[config.mk]
export PLATFORM = sky130hd
export DESIGN_NAME = hvac_actuator_ctrl_flat
export DESIGN_NICKNAME = d
export VERILOG_FILES = /design/src/rtl/hvac_actuator_ctrl_if.sv /design/src/rtl/hvac_actuator_ctrl.sv /design/src/flat_wrapper.sv
export SDC_FILE = /design/constraint.sdc
export NUM_CORES = 1
export LEC_CHECK = 0
export CAP_MARGIN = 40
export CORE_UTILIZATION = 45
export CTS_BUF_LIST = sky130_fd_sc_hd__clkbuf_8 sky130_fd_sc_hd__clkbuf_16
export DETAILED_ROUTE_END_ITERATION = 6
export PLACE_DENSITY = 0.67
export SLEW_MARGIN = 20
export SYNTH_ARGS = -nofsm -noshare
export SYNTH_HDL_FRONTEND = slang
export SYNTH_SLANG_ARGS = --single-unit
[constraint.sdc]
create_clock -name clk -period 2.2 [get_ports clk]
set_clock_uncertainty 0.2 [all_clocks]
set_input_delay 0.33 -clock clk [delete_from_list [all_inputs] [get_ports clk]]
set_output_delay 0.33 -clock clk [all_outputs]
set_load 0.05 [all_outputs]
[src/rtl/hvac_actuator_ctrl_if.sv]
// Request/drive bundle between the AC state machine and the actuator controller.
// HVAC_START_COUNT_EN adds the start_cnt observation bus.
interface hvac_actuator_ctrl_if;
  logic       heat_req;
  logic       cool_req;
  logic       heater_on;
  logic       compressor_on;
  logic       fan_on;
  logic       busy;
  logic       conflict;
`ifdef HVAC_START_COUNT_EN
  logic [7:0] start_cnt;
`endif

  modport master (
`ifdef HVAC_START_COUNT_EN
    input  start_cnt,
`endif
    output heat_req, cool_req,
    input  heater_on, compressor_on, fan_on, busy, conflict
  );

  modport slave (
`ifdef HVAC_START_COUNT_EN
    output start_cnt,
`endif
    input  heat_req, cool_req,
    output heater_on, compressor_on, fan_on, busy, conflict
  );
endinterface

[src/rtl/hvac_actuator_ctrl.sv]
// Protected heater/compressor/fan drives: min on/off, heat-cool exclusion, fan overrun; 1-cycle latency, no backpressure.
// HVAC_START_COUNT_EN adds a saturating run-start counter (start_cnt).
module hvac_actuator_ctrl #(
  parameter int MIN_ON   = 8,
  parameter int MIN_OFF  = 8,
  parameter int FAN_TAIL = 4,
  parameter int CNT_W    = 8
) (
  input  logic                 clk,
  input  logic                 rst,
  hvac_actuator_ctrl_if.slave  bus
);

  typedef enum logic [1:0] {IDLE, HEAT, COOL, LOCKOUT} state_t;

  localparam logic [CNT_W-1:0] MIN_ON_C   = CNT_W'(MIN_ON);
  localparam logic [CNT_W-1:0] MIN_OFF_C  = CNT_W'(MIN_OFF);
  localparam logic [CNT_W-1:0] FAN_TAIL_C = CNT_W'(FAN_TAIL);
  localparam logic [CNT_W-1:0] CNT_ONE    = CNT_W'(1);
  localparam logic [CNT_W-1:0] CNT_MAX    = '1;

  state_t           state, state_nxt;
  logic [CNT_W-1:0] run_cnt, run_nxt;
  logic [CNT_W-1:0] off_cnt, off_nxt;
  logic [CNT_W-1:0] tail_cnt, tail_nxt;
  logic             conflict_nxt;
  logic             start_evt;
  logic             heat_stop, cool_stop;

  assign heat_stop = (!bus.heat_req || bus.cool_req) && (run_cnt >= MIN_ON_C);
  assign cool_stop = (!bus.cool_req || bus.heat_req) && (run_cnt >= MIN_ON_C);

  always_comb begin
    state_nxt    = state;
    run_nxt      = run_cnt;
    off_nxt      = off_cnt;
    tail_nxt     = (tail_cnt == '0) ? '0 : tail_cnt - CNT_ONE;
    conflict_nxt = 1'b0;
    start_evt    = 1'b0;
    case (state)
      IDLE: begin
        if (bus.heat_req && !bus.cool_req) begin
          state_nxt = HEAT;
          run_nxt   = CNT_ONE;
          tail_nxt  = '0;
          start_evt = 1'b1;
        end else if (bus.cool_req && !bus.heat_req) begin
          state_nxt = COOL;
          run_nxt   = CNT_ONE;
          tail_nxt  = '0;
          start_evt = 1'b1;
        end else if (bus.heat_req && bus.cool_req) begin
          conflict_nxt = 1'b1;
        end
      end
      HEAT, COOL: begin
        if ((state == HEAT) ? heat_stop : cool_stop) begin
          state_nxt = LOCKOUT;
          run_nxt   = '0;
          off_nxt   = MIN_OFF_C;
          tail_nxt  = FAN_TAIL_C;
        end else begin
          run_nxt = (run_cnt == CNT_MAX) ? run_cnt : run_cnt + CNT_ONE;
        end
      end
      LOCKOUT: begin
        // The edge that takes the off timer to zero is the edge that returns to IDLE.
        if (off_cnt <= CNT_ONE) begin
          state_nxt = IDLE;
          off_nxt   = '0;
        end else begin
          off_nxt = off_cnt - CNT_ONE;
        end
      end
      default: state_nxt = IDLE;
    endcase
  end

  always_ff @(posedge clk) begin
    if (rst) begin
      state             <= IDLE;
      run_cnt           <= '0;
      off_cnt           <= '0;
      tail_cnt          <= '0;
      bus.heater_on     <= 1'b0;
      bus.compressor_on <= 1'b0;
      bus.fan_on        <= 1'b0;
      bus.conflict      <= 1'b0;
    end else begin
      state             <= state_nxt;
      run_cnt           <= run_nxt;
      off_cnt           <= off_nxt;
      tail_cnt          <= tail_nxt;
      bus.heater_on     <= (state_nxt == HEAT);
      bus.compressor_on <= (state_nxt == COOL);
      bus.fan_on        <= (state_nxt == HEAT) || (state_nxt == COOL) || (tail_nxt != '0);
      bus.conflict      <= conflict_nxt;
    end
  end

  assign bus.busy = (state != IDLE);

`ifdef HVAC_START_COUNT_EN
  always_ff @(posedge clk) begin
    if (rst) begin
      bus.start_cnt <= 8'd0;
    end else if (start_evt && bus.start_cnt != 8'hFF) begin
      bus.start_cnt <= bus.start_cnt + 8'd1;
    end
  end
`endif

endmodule
[src/flat_wrapper.sv]
// flat-port wrapper written by rule: the top's interface ports become plain ports
module hvac_actuator_ctrl_flat 
#(
  parameter int MIN_ON   = 8,
  parameter int MIN_OFF  = 8,
  parameter int FAN_TAIL = 4,
  parameter int CNT_W    = 8
)
  (clk, rst, bus_heat_req, bus_cool_req, bus_heater_on, bus_compressor_on, bus_fan_on, bus_busy, bus_conflict);
  hvac_actuator_ctrl_if bus_i ();
  input  logic clk;
  input  logic rst;
  input wire logic [$bits(bus_i.heat_req)-1:0] bus_heat_req;
  input wire logic [$bits(bus_i.cool_req)-1:0] bus_cool_req;
  output wire logic [$bits(bus_i.heater_on)-1:0] bus_heater_on;
  output wire logic [$bits(bus_i.compressor_on)-1:0] bus_compressor_on;
  output wire logic [$bits(bus_i.fan_on)-1:0] bus_fan_on;
  output wire logic [$bits(bus_i.busy)-1:0] bus_busy;
  output wire logic [$bits(bus_i.conflict)-1:0] bus_conflict;
  assign bus_i.heat_req = bus_heat_req;
  assign bus_i.cool_req = bus_cool_req;
  assign bus_heater_on = bus_i.heater_on;
  assign bus_compressor_on = bus_i.compressor_on;
  assign bus_fan_on = bus_i.fan_on;
  assign bus_busy = bus_i.busy;
  assign bus_conflict = bus_i.conflict;
  hvac_actuator_ctrl #(.MIN_ON(MIN_ON), .MIN_OFF(MIN_OFF), .FAN_TAIL(FAN_TAIL), .CNT_W(CNT_W)) u_core (.clk(clk), .rst(rst), .bus(bus_i));
endmodule
==> results.md <==
* Pint at 1.52 mW
* Slowest stage delay, CP at 550 ps
* Final Slew Violations at 0
* DRT met1 WL at 2.11 mm
* I/O pins at 9
* Hold Fails Final Rpt at 0
* IO buf count at 8
* Post-synth EDFFs at 0
* GRT Util Overall at 0.228
* Final setup viols at 2
* Pin count of the biggest net entering global routing at 12
* CP Max Fanout at 3
* Vias per Instance at 5.60
* P_sw at 1.09 mW
* Worst path cell trace: or4_4 -> o31ai_4 -> o311a_1 -> ha_4 -> a21oi_2 -> o2bb2ai_2
* Largest family of logic cells by synthesized area: simple AND/OR/NAND/NOR gates
* Final setup TNS at -14.3 ps
* Max_cap viols at 0
* Final WS setup at -14.1 ps
* HPWL after DPL at 2.99 mm
* Cell taking the most area after synthesis: dfxtp_1
* Wire length on met2 at 2.11 mm
* First-pass GRT wire length at 7.42 mm
* Synth Area in Compound Gates at 0.221
* Clock Pin Slew Worst Setup and Hold Paths at 60 ps
* WL met3 at 126 um
* Syn nets at 236
* Core area at 3740 um^2
* Worst Path Class, Setup: flip-flop to flip-flop
* Drt first pass iters at 4
* Vias in the first global route at 1663
* Fillers at 329
* Async S/R FF share, synth at 0
* Syn Area/Cell at 8.20 um^2
* Synthesis Warnings at 0
* Mux cell area share after synthesis at 0.0334
* CP max-delay cell: or4_4
* Worst R2R Setup Slack at -10 ps
* Synth cell types at 50
* Placed Cells at 295
* Initial antenna violation count at 0
* CTS tree: done
* WHS Path Cells at 1
* Share of the synthesized area in the top cell type at 0.334
* Setup Slack @ Placement at -516 ps
* Seq/Total Area, Yosys at 0.334
* Switching Fraction at 0.418
* FF+latch count, synth at 30
* Max Used Layer: met4
* Top-count cell post-synth: dfxtp_1
* Unrepaired setup endpoints after global routing: yes
* Placed Area at 2130 um^2
* Main area contributors after synthesis: dfxtp_1, ha_1, a21oi_1
* Tmin final at 2210 ps
* DRC viols at 0
* Area grow syn2layout at 32.5%
* Clock sinks at 30
* Peak Freq at 452 MHz
* Overflow after GRT at 0
* CTS H-tree lvls at 2
* Worst-Margin Slew at 501 ps
* Die extent in y at 65.2 um
* Xor and xnor area share after synthesis at 0.0146
* Die outline width at 65.2 um
* Peak VDD IR at 0.516 mV
* Nets@finish at 279
* Antenna cells at 0
* Initial Util at 0.480
* Leakage power at 0.954 nW
* Layout cells sized above 1 at 0.279
* Post-Synthesis Cells at 219
* Clock buffer depth at 2
* Antenna viol nets, final at 0
* Synth cell count leaders: dfxtp_1, nor2_1, a21oi_1, inv_1, o21ai_0
* Combinational share of power at 0.558
* Synth Area in Adders at 0.0906
* Failing checks: negative setup slack
* Post-route cell area at 2380 um^2
* Starting DRC count in detailed routing at 127
* Num rows at 22
* CP arrival at 2230 ps
* RePlAce Congestion at 0.842
* Clock Latency Late Sink at 290 ps
* Rel. slew slack at 0.665
* Via count at 1736
* Post-synthesis simple-gate area fraction at 0.256
* Critical path required time at 2220 ps
* Pwr dens at 1100 nW/um^2
* Multi-input gate area at 1220 um^2
* CTS Buf Count at 5
* Status: finished, violations left
* Worst Hold Class: flip-flop to flip-flop
* Clock Tree Root: clkbuf_8
* Cell Area, Synth at 1800 um^2
* WL per Instance at 14.3 um
* Final cycle utilization of the critical path at 1.01
* WL final at 4.45 mm
* Non-Filler Instances at 310
* Flop pwr share at 0.282
* Area taken by flip-flops and latches at 604 um^2
* R2r worst-path depth at 6
* DIE AREA at 4250 um^2
* Most used DFF post-synth: dfxtp_1
* Clock network power share at 0.159
* Worst setup SP type: flip-flop
* CP endpoint kind: flip-flop
==> path summary, 6_finish.rpt <==
| check | start | endpoint |
|---|---|---|
| max | u_core.off_cnt[6] | u_core.bus.fan_on |
| min | u_core.tail_cnt[0] | u_core.tail_cnt[0] |
| max reg2reg | u_core.off_cnt[6] | u_core.bus.fan_on |
| min reg2reg | u_core.tail_cnt[0] | u_core.tail_cnt[0] |
==> per-layer routing <==
layer,vias to the layer above,global-route usage
li1,886,-
met1,812,0.284
met2,28,0.366
met3,10,0.0469
met4,0,0.122
met5,-,0
==> final cells by class <==
class	count	area share
multi-input cells	166	0.511
flip-flops and latches	30	0.254
repair buffers	42	0.149
clock buffers	5	0.0289
inverters	17	0.0268
well taps	48	0.0252
clock inverters	2	0.00421
==> sequential cells by signal, indices dropped and copies added, names as in the netlist <==
register                  cells
u_core.off_cnt                8
u_core.run_cnt                8
u_core.bus.heater_on          1
u_core.bus.fan_on             1
u_core.state                  2
u_core.bus.conflict           1
u_core.tail_cnt               8
u_core.bus.compressor_on      1
==> logic make-up after synthesis <==
kind of cell             Yosys count
AND/OR/NAND/NOR                   85
AO/OA/AOI/OAI                     60
flip-flops                        30
buffers and inverters             23
adder cells (fa/ha/maj)           13
multiplexers                       5
XOR/XNOR                           3
==> power by group through the flow <==
stage / combinational (mW) / sequential (mW) / clock [mW]
finish: 1.46 / 0.736 / 0.415
global route: 1.59 / 0.749 / 0.452
CTS: 1.30 / 0.732 / 0.419
detailed placement: 1.28 / 0.739 / 0
global placement: 1.26 / 0.738 / 0
floorplan: 0.898 / 0.767 / 0
==> layout by cell type, fill, tap and decap left out, types with 2 or more instances in the layout <==
| cell type | netlist | layout |
|---|---|---|
| buf_4 | 0 | 31 |
| dfxtp_1 | 30 | 27 |
| nor2_1 | 22 | 21 |
| inv_1 | 17 | 14 |
| a21oi_1 | 17 | 14 |
| o21ai_0 | 14 | 13 |
| nand2_1 | 10 | 10 |
| ha_1 | 13 | 9 |
| nand3_1 | 8 | 8 |
| nor3_1 | 8 | 8 |
| nor2b_1 | 7 | 7 |
| clkbuf_8 | 0 | 5 |
| clkdlybuf4s50_1 | 0 | 5 |
| nand2b_1 | 4 | 4 |
| nand4_1 | 4 | 4 |
| a31oi_1 | 4 | 4 |
| or3_1 | 4 | 4 |
| inv_2 | 0 | 3 |
| o21a_1 | 3 | 3 |
| xnor2_1 | 3 | 3 |
| a21oi_2 | 0 | 3 |
| o31ai_1 | 3 | 3 |
| nor4_1 | 3 | 3 |
| ha_4 | 0 | 3 |
| buf_6 | 0 | 3 |
| dfxtp_2 | 0 | 3 |
| a21o_1 | 2 | 2 |
| o21ai_2 | 0 | 2 |
| and3_1 | 2 | 2 |
| nand4b_1 | 2 | 2 |
| a211oi_1 | 2 | 2 |
| mux2i_1 | 2 | 2 |
| or4_1 | 3 | 2 |
| or4b_4 | 0 | 2 |
| clkinv_2 | 0 | 2 |
==> metrics by stage <==
step                      hold slack [ps]  utilization  power, mW
after floorplan                       223            -       1.67
after global placement                240        0.568       2.00
final                                 260        0.635       2.61
after CTS                             262        0.603       2.45
after detailed placement              248        0.568       2.02
after global routing                  298        0.635       2.79
==> worst max-delay path: cells and delay by family, from the launching register on <==
kind | cells | cell delay, ps
compound gates | 4 | 840
fa+ha+maj | 1 | 230
flops | 1 | 320
simple gates | 1 | 550
==> repair_timing <==
| action | in CTS | in global routing |
|---|---|---|
| buffers inserted | 4 | 4 |
| hold buffers | 0 | 0 |
| cloned | 0 | 0 |
| pin swaps | 6 | 12 |
| setup endpoints to repair | 11 | 9 |
| resized for setup | 8 | 23 |
Note: power is estimated with default switching activity, not from simulation.
==> RTL edit, RTL diff (same flow settings) <==
`CNT_W` is set to 8 in 2 places; all go to 6.
--- a/src/rtl/hvac_actuator_ctrl.sv
+++ b/src/rtl/hvac_actuator_ctrl.sv
@@ -5,5 +5,5 @@
   parameter int MIN_OFF  = 8,
   parameter int FAN_TAIL = 4,
-  parameter int CNT_W    = 8
+  parameter int CNT_W    = 6
 ) (
   input  logic                 clk,
--- a/src/flat_wrapper.sv
+++ b/src/flat_wrapper.sv
@@ -5,5 +5,5 @@
   parameter int MIN_OFF  = 8,
   parameter int FAN_TAIL = 4,
-  parameter int CNT_W    = 8
+  parameter int CNT_W    = 6
 )
   (clk, rst, bus_heat_req, bus_cool_req, bus_heater_on, bus_compressor_on, bus_fan_on, bus_busy, bus_conflict);
Function: no difference found for any inputs over 10 cycles, from zero or initial values and one cycle with rst high; that may be too few to reach the edited logic, so the function may still have changed.
==> RTL edit against the original RTL <==
Synthesized cell count shrank 21%. Non-clock buffer count shrank 11. Cell count shrank 20%. Synthesized area shrank 16%. Die area shrank 16%. Fmax grew 6.1%. Clock power shrank 28%. Via count shrank 22%. Final area shrank 18%. Routed wire length shrank 23%. Power shrank 27%. Sequential cell count shrank 6. Worst setup slack gained 0.13 ns.
==> RTL edit: results (changes against the original RTL) <==
- Met1 Use GR: 25.1% (-3.4 points)
- Num sequential: 24 (-20%)
- Routed wl met2: 1690 um (-20%)
- Fraction of area in multi-input gates: 52.1% (+1.0 points)
- Placed Area: 1800 um2 (-16%)
- Post-synth net total: 190 (-19%)
- DR iter-0 viols: 67 (-47%)
- Nets: 222 (-20%)
- Overall Global Routing Usage: 21.0% (-1.8 points)
- Filler cells: 278 (-16%)
- Global Route met3 Usage: 5.41% (+0.72 points)
- Post-DP HPWL: 2550 um (-15%)
- Power density over the cells: 968 nW/um2 (-12%)
- Multi-input gates: 123 (-26%)
- RR Endpoint: u_core.bus.compressor_on$_SDFF_PP0_
- Family with the most delay on the worst path: simple AND/OR/NAND/NOR gates
- ClkCell Share: 2.81% (-0.50 points)
- CP Data Arrival Time: 2.08 ns (-0.15 ns)
- Vias in the first global route: 1303 (-22%)
- Number of H-tree levels: 1 (-1)
- Critical Path Max Stage Delay: 0.50 ns (-0.05 ns)
- Buffer share of cell area: 13.5% (-1.5 points)
- Status: complete, no violations
- Metal3 WL: 106 um (-16%)
- Cell Area, Synth: 1500 um2 (-16%)
- Reg clk slew, reported paths: 0.09 ns (+0.03 ns)
- First-pass GRT wire length: 5640 um (-24%)
- Layout cell share with drive strength beyond 1: 27.1% (-0.77 points)
- CP Max Fanout: 5 (+2)
- Leak: 0.795 nW (-17%)
- Dpl ws: -0.361 ns (+0.156 ns)
- CP max-delay cell: or4_1
- CTS Buf Count: 3 (-2)
- Sequential cell area share: 24.7% (-0.68 points)
- Top post-synthesis cells by count: 24 x dfxtp_1, 21 x inv_1, 16 x nor2_1
- Biggest regs: u_core.off_cnt (6), u_core.run_cnt (6), u_core.tail_cnt (6)
- Synth area leaders: dfxtp_1 32%, ha_1 12%, inv_1 5.2%
- Register area share after synthesis: 32.0% (-1.4 points)
- Post-synth cell types: 47 (-6.0%)
- Via Count: 1350 (-22%)
- Non-Clock Buffer Count: 31 (-26%)
- Clkbuf count: 4 (-1)
- Placed cells: 242 (-18%)
-- RTL edit: cell count changes after synthesis, sizes merged, moves of 5 or more --
cell	unedited run	this run
a211oi	2	9
a21oi	18	8
dfxtp	30	24
nand2	10	4
nor2	22	16
nor2b	7	2
o21ai	15	6
-- RTL edit: how the worst min path moves through the flow --
| stage | from | end | slack, ns |
|---|---|---|---|
| after floorplan | rst | u_core.bus.compressor_on$_SDFF_PP0_ | 0.20 |
| after global routing | u_core.tail_cnt[0]$_SDFF_PP0_ | u_core.tail_cnt[0]$_SDFF_PP0_ | 0.31 |
| final | u_core.tail_cnt[0]$_SDFF_PP0_ | u_core.tail_cnt[0]$_SDFF_PP0_ | 0.28 |
| after detailed placement | u_core.tail_cnt[0]$_SDFF_PP0_ | u_core.tail_cnt[0]$_SDFF_PP0_ | 0.26 |
| after global placement | u_core.tail_cnt[0]$_SDFF_PP0_ | u_core.tail_cnt[0]$_SDFF_PP0_ | 0.25 |
| after CTS | u_core.tail_cnt[0]$_SDFF_PP0_ | u_core.tail_cnt[0]$_SDFF_PP0_ | 0.28 |
-- RTL edit: power breakdown --
group,total [mW],switching (mW),internal [mW]
logic,1.03,0.545,0.481
clock network,0.297,0.138,0.160
registers,0.572,0.0636,0.508
total,1.89,0.746,1.15
-- RTL edit: logic make-up (layout without fill, tap and decap cells) --
kind of cell,count (synthesis),after routing,synth area share (%)
and+or+nand+nor,58,58,22.1
AOI/OAI and AO/OA,45,45,23.3
buffers and inverters,25,56,6.33
DFF,24,24,32.0
adders and majority gates,14,14,11.7
xor gates and xnor gates,4,4,2.33
muxes,2,2,2.25
-- RTL edit: timing repair --
item	4_1_cts	5_1_grt
setup buffers	1	0
endpoints found under the setup margin	10	15
hold buffers	0	0
gates resized for setup	8	16
pin swaps	1	1
endpoints found under the hold margin	0	0
